## src/rtl/count_sequencer.sv

```systemverilog
// Round-robin sequencer that drives a shared up/down counter to a requested target value.
// Optional build macro COUNT_SEQ_TIMEOUT_EN adds a RUN-cycle timer that aborts with err.
module count_sequencer #(
    parameter int unsigned WIDTH          = 4,
    parameter int unsigned TIMEOUT_CYCLES = 32
) (
    input  logic             clk,
    input  logic             reset,
    input  logic [1:0]       req_valid,
    input  logic [WIDTH-1:0] req_target0,
    input  logic [WIDTH-1:0] req_target1,
    output logic [1:0]       req_ready,
    input  logic [WIDTH-1:0] count,
    output logic             UpOrDown,
    output logic             cnt_en,
    output logic             busy,
    output logic             done,
    output logic             done_id,
    output logic             err
);

    typedef enum logic [1:0] {
        ST_IDLE = 2'd0,
        ST_RUN  = 2'd1,
        ST_DONE = 2'd2
    } state_t;

    state_t           state;
    state_t           state_nxt;
    logic [WIDTH-1:0] target_q;
    logic             id_q;
    logic             last_grant;
    logic             up_q;
    logic             grant_valid;
    logic             grant_id;
    logic             at_target;
    logic             go_up;
    logic             timed_out;

    // Arbitration and distance compare
    always_comb begin
        grant_valid = |req_valid;
        grant_id    = (req_valid == 2'b11) ? ~last_grant : req_valid[1];
        at_target   = (count == target_q);
        go_up       = (target_q > count);
    end

`ifdef COUNT_SEQ_TIMEOUT_EN
    localparam int unsigned TW = $clog2(TIMEOUT_CYCLES + 2);

    logic [TW-1:0] timer_q;
    logic          err_q;

    assign timed_out = (timer_q == TW'(TIMEOUT_CYCLES));

    always_ff @(posedge clk or negedge reset) begin
        if (!reset) begin
            timer_q <= '0;
            err_q   <= 1'b0;
        end else if (state == ST_IDLE && grant_valid) begin
            timer_q <= '0;
            err_q   <= 1'b0;
        end else if (state == ST_RUN && !at_target) begin
            if (timed_out) begin
                err_q <= 1'b1;
            end else begin
                timer_q <= timer_q + TW'(1);
            end
        end
    end
`else
    logic unused_timeout;

    assign timed_out      = 1'b0;
    assign unused_timeout = (TIMEOUT_CYCLES != 0);
`endif

    // State register
    always_ff @(posedge clk or negedge reset) begin
        if (!reset) begin
            state <= ST_IDLE;
        end else begin
            state <= state_nxt;
        end
    end

    // Next-state logic
    always_comb begin
        state_nxt = state;
        case (state)
            ST_IDLE: if (grant_valid) state_nxt = ST_RUN;
            ST_RUN:  if (at_target || timed_out) state_nxt = ST_DONE;
            ST_DONE: state_nxt = ST_IDLE;
            default: state_nxt = ST_IDLE;
        endcase
    end

    // Output decode; direction holds its last commanded value outside stepping cycles
    always_comb begin
        req_ready = 2'b00;
        UpOrDown  = up_q;
        cnt_en    = 1'b0;
        busy      = 1'b0;
        done      = 1'b0;
        done_id   = 1'b0;
        err       = 1'b0;
        case (state)
            ST_IDLE: begin
                if (grant_valid) req_ready = grant_id ? 2'b10 : 2'b01;
            end
            ST_RUN: begin
                busy = 1'b1;
                if (!at_target && !timed_out) begin
                    cnt_en   = 1'b1;
                    UpOrDown = go_up;
                end
            end
            ST_DONE: begin
                busy    = 1'b1;
                done    = 1'b1;
                done_id = id_q;
`ifdef COUNT_SEQ_TIMEOUT_EN
                err     = err_q;
`endif
            end
            default: begin
                busy = 1'b0;
            end
        endcase
    end

    // Command latch, round-robin history and held direction
    always_ff @(posedge clk or negedge reset) begin
        if (!reset) begin
            target_q   <= '0;
            id_q       <= 1'b0;
            last_grant <= 1'b1;
            up_q       <= 1'b0;
        end else begin
            if (state == ST_IDLE && grant_valid) begin
                target_q   <= grant_id ? req_target1 : req_target0;
                id_q       <= grant_id;
                last_grant <= grant_id;
            end
            if (cnt_en) up_q <= go_up;
        end
    end

endmodule

```

## config.mk

```make
export PLATFORM = sky130hd
export DESIGN_NAME = count_sequencer
export DESIGN_NICKNAME = d
export VERILOG_FILES = /design/src/rtl/count_sequencer.sv
export SDC_FILE = /design/constraint.sdc
export NUM_CORES = 1
export LEC_CHECK = 0
export BUFFER_PORTS_ARGS = -buffer_cell sky130_fd_sc_hd__buf_2
export CELL_PAD_IN_SITES_DETAIL_PLACEMENT = 0
export CELL_PAD_IN_SITES_GLOBAL_PLACEMENT = 1
export CORE_MARGIN = 2
export CORE_UTILIZATION = 33
export DETAILED_ROUTE_END_ITERATION = 10
export GPL_TIMING_DRIVEN = 0
export PLACE_DENSITY = 0.71
export SLEW_MARGIN = 20
export SYNTH_ARGS = -nofsm -noshare
export SYNTH_HDL_FRONTEND = slang
export SYNTH_SLANG_ARGS = --single-unit
```

## constraint.sdc

```tcl
create_clock -name clk -period 1.84 [get_ports clk]
set_clock_uncertainty 0.05 [all_clocks]
set_input_delay 0.368 -clock clk [delete_from_list [all_inputs] [get_ports clk]]
set_output_delay 0.368 -clock clk [all_outputs]
set_load 0.05 [all_outputs]
```

# Word level (Yosys, flattened, before mapping)
# Index checks and enable logic that the tools add are counted.
# W data, S select, Z words.
[classes]
shift = 0
magnitude_cmp = 1
mux = 15
div = 0
n_bitwise = 1
n_reduce_logical = 5
add_sub_neg = 0
n_eq_ne = 6
n_mul = 0
[ops]
columns = ["cell", "count"]
rows = [
  ["$mux W2", 5],
  ["$mux W1", 8],
  ["$eq A2 B2 Y1 const B", 2],
  ["$eq A4 B4 Y1", 1],
  ["$gt A4 B4 Y1", 1],
  ["$mux W4", 1],
  ["$ne A2 B2 Y1 const B", 2],
  ["$pmux W2 S2", 1],
  ["$reduce_or A2 Y1", 2],
  ["$eq A2 B1 Y1 const B", 1],
  ["$logic_not A2 Y1", 1],
  ["$reduce_and A2 Y1", 1],
  ["$logic_and A1 B1 Y1", 1],
  ["$not A1 Y1", 1],
]
[totals]
mem_count = 0
ramBits = 0
in_bits = 16
rom_bits = 0
reg_bits = 9
wordCells = 33
out_inout_bits = 8
latch_bits = 0

# Depth between registers and ports, before layout
# Gate-level depths: netlist of run 1.
[logic_depth]
word_depth = 5
mapped_depth = 5
mapped_depth_nobuf = 5

# Worst setup path after synthesis of run 1
# Ideal clock, no wire load.
[synth_timing]
path_kind = "input-to-output"
start = "in count[3]"
end = "out UpOrDown"
t_arrival_ps = 1977
path_buffers = 0
slack_ps = -555
stages = 5
cell_sequence = "inv_1 -> ha_1 -> nand4_2 -> and2_2 -> a31oi_1"
[synth_via]
elab_chain_cells = 3
word_cells_on_any_way = 4
classes_between = "order compare: 1; eq/ne: 1; mux: 2"
[synth_lines]
columns = ["element", "line", "rtl"]
rows = [
  ["start, declared", "13", "input logic [WIDTH-1:0] count,"],
  ["$gt A4 B4 Y1 or $eq A4 B4 Y1 (tied branches)", "45, 44", ""],
  ["$mux W1 *", "113", "if (!at_target && !timed_out) begin"],
  ["$mux W1 *", "107", "case (state)"],
  ["end, declared", "14", "output logic UpOrDown,"],
]
# Mark *: on every way between the ends. The rest lies on a longest branch, timed or not.

# Worst setup path in the final report of run 1
[layout_timing]
start = "reg target_q[1]"
end = "out UpOrDown"
[layout_via]
elab_chain_cells = 3
word_cells_on_any_way = 4
classes_between = "order compare: 1; eq/ne: 1; mux: 2"
[layout_lines]
columns = ["element", "line", "rtl"]
rows = [
  ["start, declared", "30", "logic [WIDTH-1:0] target_q;"],
  ["start signal, assigned", "141", "target_q <= grant_id ? req_target1 : req_target0;"],
  ["$gt A4 B4 Y1 or $eq A4 B4 Y1 (tied branches)", "45, 44", ""],
  ["$mux W1 *", "113", ""],
  ["$mux W1 *", "107", ""],
]
# Marks and branches as above.

==> summary.md, run 1 <==
| Metric | Value |
|---|---|
| Share of the cycle needed by the critical path after routing | 1.10 |
| Ports | 24 |
| Portion of total power attributed to the clock network | 0.079 |
| Via count of the first global-routing pass | between 500 and 600 |
| Ratio of cells with drive above 1 in the final layout | 0.600 |
| Violated checks | setup timing |
| Post-synth cell types | 23 |
| # Max-Cap Violations | 0 |
| Part of the total power dissipated in combinational logic | 0.717 |
| Fin util | 0.590 |
| CP Class | register to output port |
| Clock tree from TritonCTS | done |
| Post-route non-filler standard cell count | ~110 |
| Kind of cell adding the most delay to the critical path | flip-flops |
| Post-synthesis cell count | 55 |
| Final hold viol count | 0 |
| Clk slew on worst S/H paths | roughly 60 ps |
| Slack of the worst reg-to-reg path | around 180 ps |
| Core area | around 1700 um2 |
| TritonCTS buffer count | 3 |
| Peak fanout along the critical path | 2 |
| Outcome | finished with violations |
| Peak Freq | between 400 and 500 MHz |
| Leading post-synthesis cells by cell area | sky130_fd_sc_hd__dfrtp_1, sky130_fd_sc_hd__ha_1, sky130_fd_sc_hd__a221o_1, sky130_fd_sc_hd__dfstp_2, sky130_fd_sc_hd__inv_1 |
| Post-synthesis register bit count | 9 |
| Critical-path cell with the highest stage delay | sky130_fd_sc_hd__dfrtp_1 |
| Final count of pins violating max slew | 0 |
| Final routed wire length divided by cell count | approximately 13 um |
| Int Pwr | approximately 1.0 mW |
| Post-Syn Nets | approximately 80 |
| Setup Viol. Count Final | 2 |
| Clock tree sinks | 9 |
| Cells along the critical path | ha_4 > nor2b_4 > o211ai_1 > a31oi_4 > buf_6 |
| Root buffer cell | sky130_fd_sc_hd__clkbuf_4 |
| Flop pwr share | 0.204 |
| Number of synthesis warnings | 0 |
| Net count, final | 120 |
| Area growth from synthesis to layout | 72.7% |
| PD cells | slightly below 2000 nW/um2 |
| Final total power | 1.91 mW |
| Die Area | about 2100 um2 |
| DRC violations left | 0 |
| DR vias | 549 |
| First-pass GRT wire length | 2240 um |
| Net Switching | roughly 870 uW |
| Post-Synthesis Cell Area | roughly 580 um2 |
| Share of Yosys cell area claimed by the top area cell type | 0.347 |
| Part of the Yosys area used for sequential elements | 0.393 |
| Mean Syn Cell Area | ~10 um2 |
| Overall overflow remaining after global route | 0 |
| Die outline width | 45.8 um |
| Antenna diodes | 0 |
| Vertical extent of the die | 45.8 um |
| Skew-Pair Late Insertion Delay | 250 ps |
| Buffer depth of the longest clock path | 2 |
| Cell count after placement | 94 |
| Pin count of the biggest net entering global routing | 10 |
| Total Routing Usage GR | 0.153 |
| Global placement routability congestion | between 0.6 and 0.7 |
| Worst hold slack after final layout | approximately 290 ps |
| Number of fill cells in the layout | 143 |
| Initial DRC Count | 7 |
| Initial antenna violation count | 0 |
| Initial standard-cell utilization of the core | 0.341 |
| Time the final worst path needs with I/O delays and setup | 2030 ps |
| Worst IR drop on VDD | roughly 0.85 mV |
| Row Count | 15 |
| Unrepaired setup endpoints after global routing | yes |
| Leakage power | between 0.4 and 0.5 nW |
| Delay of the slowest cell on the worst path | a little over 400 ps |
| CTS H-Tree Depth | 1 |
| Kind of end point of the critical path | output port |
| Number of detailed-route iterations in the first pass | 2 |
| Detailed-route wire length | roughly 1400 um |
| Startpoint class of the critical path | register |
| Leading cell types in the layout, fill and taps excluded | sky130_fd_sc_hd__buf_2, sky130_fd_sc_hd__buf_4, sky130_fd_sc_hd__dfrtp_1 |
| Via-per-instance ratio | 4.90 |
| Most frequent standard cell in the layout excluding fill and tap cells | sky130_fd_sc_hd__buf_2 |
| Sw Ratio | 0.455 |
| Post-route antenna net violation count | 0 |
| Worst Hold Class | primary input to register |
| HPWL after DPL | 938 um |
| Buf+Inv Stages, Crit Path | 1 |
| Min setup slack post-route | -186 ps |
| Count of port buffers added during placement | 22 |
| Arrival time at the worst endpoint | about 1600 ps |
| Critical path required time | around 1400 ps |
| Largest area contributor in the synthesized netlist | sky130_fd_sc_hd__dfrtp_1 |
[through the flow]
| step | instance area [um2] | setup TNS [ps] | setup slack [ps] |
|---|---|---|---|
| 2_1_floorplan | 641 | -12.4 | -12.4 |
| 3_3_place_gp | 772 | -125 | -105 |
| 3_5_place_dp | 772 | -125 | -101 |
| 4_1_cts | 933 | -259 | -198 |
| 5_1_grt | 996 | -461 | -273 |
| 6_report | 996 | -258 | -186 |
[registers in the layout (all words and copies together), names as in the netlist]
register and count:
id_q 1, last_grant 1, state 2, target_q 4, up_q 1
[kinds of logic (layout without fill, tap and decap cells)]
| family | Yosys count | count (layout) | synth area share |
|---|---|---|---|
| simple gates | 11 | 11 | 0.119 |
| other cells | 1 | 1 | 0.00650 |
| fa+ha+maj | 8 | 8 | 0.174 |
| flops | 9 | 9 | 0.393 |
| compound gates | 17 | 17 | 0.230 |
| mux | 1 | 1 | 0.0195 |
| buf+inv | 8 | 48 | 0.0586 |
[power groups by stage]
stage | combinational [mW] | sequential, mW | clock (mW)
finish | 1.37 | 0.390 | 0.150
global route | 1.49 | 0.401 | 0.172
CTS | 1.24 | 0.389 | 0.156
detailed placement | 0.990 | 0.384 | 0
global placement | 0.978 | 0.382 | 0
floorplan | 0.832 | 0.365 | 0
[worst paths after layout]
| kind | from | end | cells past startpoint |
|---|---|---|---|
| max | target_q[1]$_DFFE_PN0P_ | UpOrDown | 5 |
| min reg2reg | id_q$_DFFE_PN0P_ | id_q$_DFFE_PN0P_ | 1 |
| max in group asynchronous | reset | last_grant$_DFFE_PN1P_ | 2 |
| min | req_target1[1] | target_q[1]$_DFFE_PN0P_ | 2 |
| min in group asynchronous | reset | up_q$_DFFE_PN0P_ | 2 |
| max reg2reg | target_q[3]$_DFFE_PN0P_ | state[1]$_DFFE_PN0P_ | 5 |
[layer usage]
| layer | track usage | wire length [um] |
|---|---|---|
| met4 | 0.103 | 39 |
| met3 | 0.0119 | 28 |
| met1 | 0.184 | 621 |
| met2 | 0.256 | 743 |
| met5 | 0 | 0 |
[timing repair]
action | CTS | global route
buffers inserted | 6 | 7
endpoints found under the setup margin | 4 | 4
endpoints found under the hold margin | 8 | 0
resized for setup | 19 | 2
pin swaps | 6 | 4
hold buffers | 1 | 0
[cell type report]
class,instances,area (um2),share of cell area
tap,17,21.3,0.0214
multi-input combinational,38,438,0.440
clock buffer,4,26.3,0.0264
buffer,1,7.51,0.00754
timing repair buffer,36,250,0.251
inverter,7,26.3,0.0264
sequential,9,226,0.227
[cells in the mapped netlist]
cell type and instances:
sky130_fd_sc_hd__nor2_1 1, sky130_fd_sc_hd__dfstp_2 1, sky130_fd_sc_hd__conb_1 1, sky130_fd_sc_hd__a21oi_2 2, sky130_fd_sc_hd__nand2_1 2, sky130_fd_sc_hd__a22oi_1 1
sky130_fd_sc_hd__buf_4 1, sky130_fd_sc_hd__nor2b_1 1, sky130_fd_sc_hd__o211ai_1 1, sky130_fd_sc_hd__a221o_1 4, sky130_fd_sc_hd__and2_2 1, sky130_fd_sc_hd__a21oi_1 3
sky130_fd_sc_hd__ha_1 8, sky130_fd_sc_hd__dfrtp_1 8, sky130_fd_sc_hd__nand4_2 1, sky130_fd_sc_hd__o21ai_2 1, sky130_fd_sc_hd__o22a_1 1, sky130_fd_sc_hd__and2_1 1
sky130_fd_sc_hd__mux2_1 1, sky130_fd_sc_hd__a21o_1 2, sky130_fd_sc_hd__inv_1 7, sky130_fd_sc_hd__a31oi_1 2, sky130_fd_sc_hd__and2_0 4
Power figures use the tool's default switching activity.
==> inputs of run 2 (changes only) <==
- BUFFER_PORTS_ARGS: -buffer_cell sky130_fd_sc_hd__buf_2 -> default
- CORE_UTILIZATION: 33 -> 43
- DONT_BUFFER_PORTS: default -> 1
- PLACE_DENSITY: 0.71 -> 0.69
- SKIP_LAST_GASP: default -> 1
==> run 2 against run 1 <==
Net effect: the flow still finishes with violations (setup timing); count of clock-buffer cells in the layout unchanged; combinational power shrank 12%; largest power group unchanged; global-route usage up 3.7 points; maximum frequency fell by 4.4%; sequential power is essentially flat; non-clock buffer count is 25 lower; setup slack worse by 94 ps; utilization up 6.1 points; register-to-register slack got worse by 40 ps.
==> summary.md, run 2 (synthesized netlist as in run 1, its figures left out) <==
| Metric | Value |
|---|---|
| Biggest regs | target_q x4, state x2 |
| Root buffer cell | sky130_fd_sc_hd__clkbuf_4 |
| Outcome | finished with violations |
| Initial antenna violation count | 0 (unchanged) |
| Row Count | 13 (-2) |
| DRC violations left | 0 (unchanged) |
| Peak Freq | 472 MHz (-4.4%) |
| Violated checks | setup timing |
| Flip-flop count of the largest register after layout | 4 (unchanged) |
| Met3 usage | 0.0543 (+0.0424) |
| Final hold viol count | 0 (unchanged) |
| DR vias | 468 (-15%) |
| Time the final worst path needs with I/O delays and setup | 2120 ps (+94.0 ps) |
| Clk slew on worst S/H paths | 60 ps (about the same) |
| Met1 track demand over resource in global routing | 0.236 (+0.0516) |
| Arrival time at the worst endpoint | 1700 ps (+90 ps) |
| Buffer depth of the longest clock path | 2 (unchanged) |
| Post-route non-filler standard cell count | 85 (-24%) |
| Delay of the slowest cell on the worst path | 420 ps (about the same) |
| Final routed wire length divided by cell count | 15.4 um (+21%) |
| Total Routing Usage GR | 0.190 (+0.0371) |
| GR peak layer | met2 |
| Global placement routability congestion | 0.620 (-11%) |
| Most frequent standard cell in the layout excluding fill and tap cells | sky130_fd_sc_hd__buf_4 |
| Die outline width | 40.6 um (-11%) |
| Setup Viol. Count Final | 2 (unchanged) |
| Worst IR drop on VDD | 1.15 mV (+35%) |
| Initial DRC Count | 10 (+3) |
| TritonCTS buffer count | 3 (unchanged) |
| Via-per-instance ratio | 5.51 (+12%) |
| Count of port buffers added during placement | 0 (-100%) |
| Startpoint class of the critical path | register |
| Clock tree sinks | 9 (unchanged) |
| CP Class | register to output port |
| # Max-Cap Violations | 0 (unchanged) |
| Register name with the most flops | target_q |
| Post-route antenna net violation count | 0 (unchanged) |
| Clock tree from TritonCTS | done |
| Ratio of cells with drive above 1 in the final layout | 0.443 (-0.157) |
| HPWL after DPL | 943 um (+0.59%) |
| Share of the cycle needed by the critical path after routing | 1.15 (+0.0511) |
| Number of fill cells in the layout | 111 (-22%) |
| Min setup slack post-route | -280 ps (-94.0 ps) |
| Worst-margin pin slew | between 500 and 600 ps |
| Vertical extent of the die | 40.6 um (-11%) |
| Area growth from synthesis to layout | 43.2% |
| Final count of pins violating max slew | 0 (unchanged) |
| Number of detailed-route iterations in the first pass | 5 (+3) |
| Leakage power | 0.368 nW (-25%) |
| Core area | 1270 um2 (-25%) |
| Cell count after placement | 70 (-26%) |
| Critical-path cell with the highest stage delay | sky130_fd_sc_hd__dfrtp_1 |
| Leading cell types in the layout, fill and taps excluded | sky130_fd_sc_hd__buf_4, sky130_fd_sc_hd__dfrtp_1, sky130_fd_sc_hd__inv_1, sky130_fd_sc_hd__ha_4 |
| Met2 track demand over resource | 0.286 (+0.0294) |
| Relative slew slack | 0.659 |
| Detailed-route wire length | 1310 um (-8.4%) |
| Net count, final | 95 (-21%) |
| Overall overflow remaining after global route | 0 (unchanged) |
| Ports | 24 (unchanged) |
| Die Area | 1650 um2 (-21%) |
| Fin util | 0.651 (+0.0613) |
| Via count of the first global-routing pass | 434 (-19%) |
| Worst Hold Class | primary input to register |
| PD cells | 2120 nW/um2 (+10%) |
| Critical path required time | 1420 ps (about the same) |
| First-pass GRT wire length | 1950 um (-13%) |
| Pin count of the biggest net entering global routing | 10 (unchanged) |
| Worst hold slack after final layout | 203 ps (-82.3 ps) |
| Unrepaired setup endpoints after global routing | yes |
| CTS H-Tree Depth | 1 (unchanged) |
| Initial standard-cell utilization of the core | 0.455 (+0.113) |
| Peak fanout along the critical path | 4 (+2) |
| Skew-Pair Late Insertion Delay | 260 ps (about the same) |
| Kind of end point of the critical path | output port |
| Cells along the critical path | ha_4 > nand4_4 > and2_4 > a31oi_4 |
| Antenna diodes | 0 (unchanged) |
[run 2: layer usage]
metal  wire length [um]  vias up
met5                  0        -
met4                  0        0
met3                103        0
met2                655       22
met1                553      219
li1                   -      227
[run 2: repair_timing]
action | in CTS | in global routing
buffers inserted | 7 | 3
cloned | 0 | 0
hold buffers | 1 | 0
gates resized for setup | 9 | 4
setup endpoints to repair | 8 | 4
pin swaps | 5 | 1
hold endpoints to repair | 9 | 0
[run 2: worst paths after layout]
check / start / to / slack [ps] / depth (start not counted)
setup reg to reg: target_q[2]$_DFFE_PN0P_ / state[1]$_DFFE_PN0P_ / 140 / 5
hold reg to reg: id_q$_DFFE_PN0P_ / id_q$_DFFE_PN0P_ / 450 / 1
min in group asynchronous: reset / state[1]$_DFFE_PN0P_ / 410 / 1
hold / removal: req_target1[1] / target_q[1]$_DFFE_PN0P_ / 200 / 1
setup / recovery: target_q[2]$_DFFE_PN0P_ / UpOrDown / -280 / 4
max in group asynchronous: reset / last_grant$_DFFE_PN1P_ / 1010 / 1
[run 2: final cells by class]
| type | count | area, um2 | area share |
|---|---|---|---|
| Tap cell | 15 | 18.8 | 0.0227 |
| Buffer | 1 | 7.51 | 0.00909 |
| Multi-Input combinational cell | 38 | 432 | 0.523 |
| Clock buffer | 4 | 26.3 | 0.0318 |
| Sequential cell | 9 | 226 | 0.274 |
| Timing Repair Buffer | 11 | 88.8 | 0.108 |
| Inverter | 7 | 26.3 | 0.0318 |
[run 2: stage by stage]
step	total power [mW]	TNS (ps)	area, um2	setup slack (ps)
2_1_floorplan	1.20	-12.4	641	-12.4
3_3_place_gp	1.27	-47.6	659	-47.6
3_5_place_dp	1.31	-196	659	-61.4
4_1_cts	1.67	-304	782	-304
5_1_grt	1.86	-550	826	-373
6_report	1.75	-334	826	-280
[run 2: where the power goes]
| group | leakage, nW | total [mW] | internal (mW) | switching, mW |
|---|---|---|---|---|
| Sequential | 0.108 | 0.388 | 0.307 | 0.0811 |
| Combinational | 0.244 | 1.21 | 0.522 | 0.685 |
| Clock | 0.0150 | 0.153 | 0.0836 | 0.0699 |
| Total | 0.368 | 1.75 | 0.912 | 0.836 |
[run 2: worst max-delay path, delay by kind of cell, from the launching register on]
family	cells	cell delay [ps]
AO/OA/AOI/OAI	1	370
flip-flops	1	420
AND/OR/NAND/NOR	2	350
adder cells (fa/ha/maj)	1	300
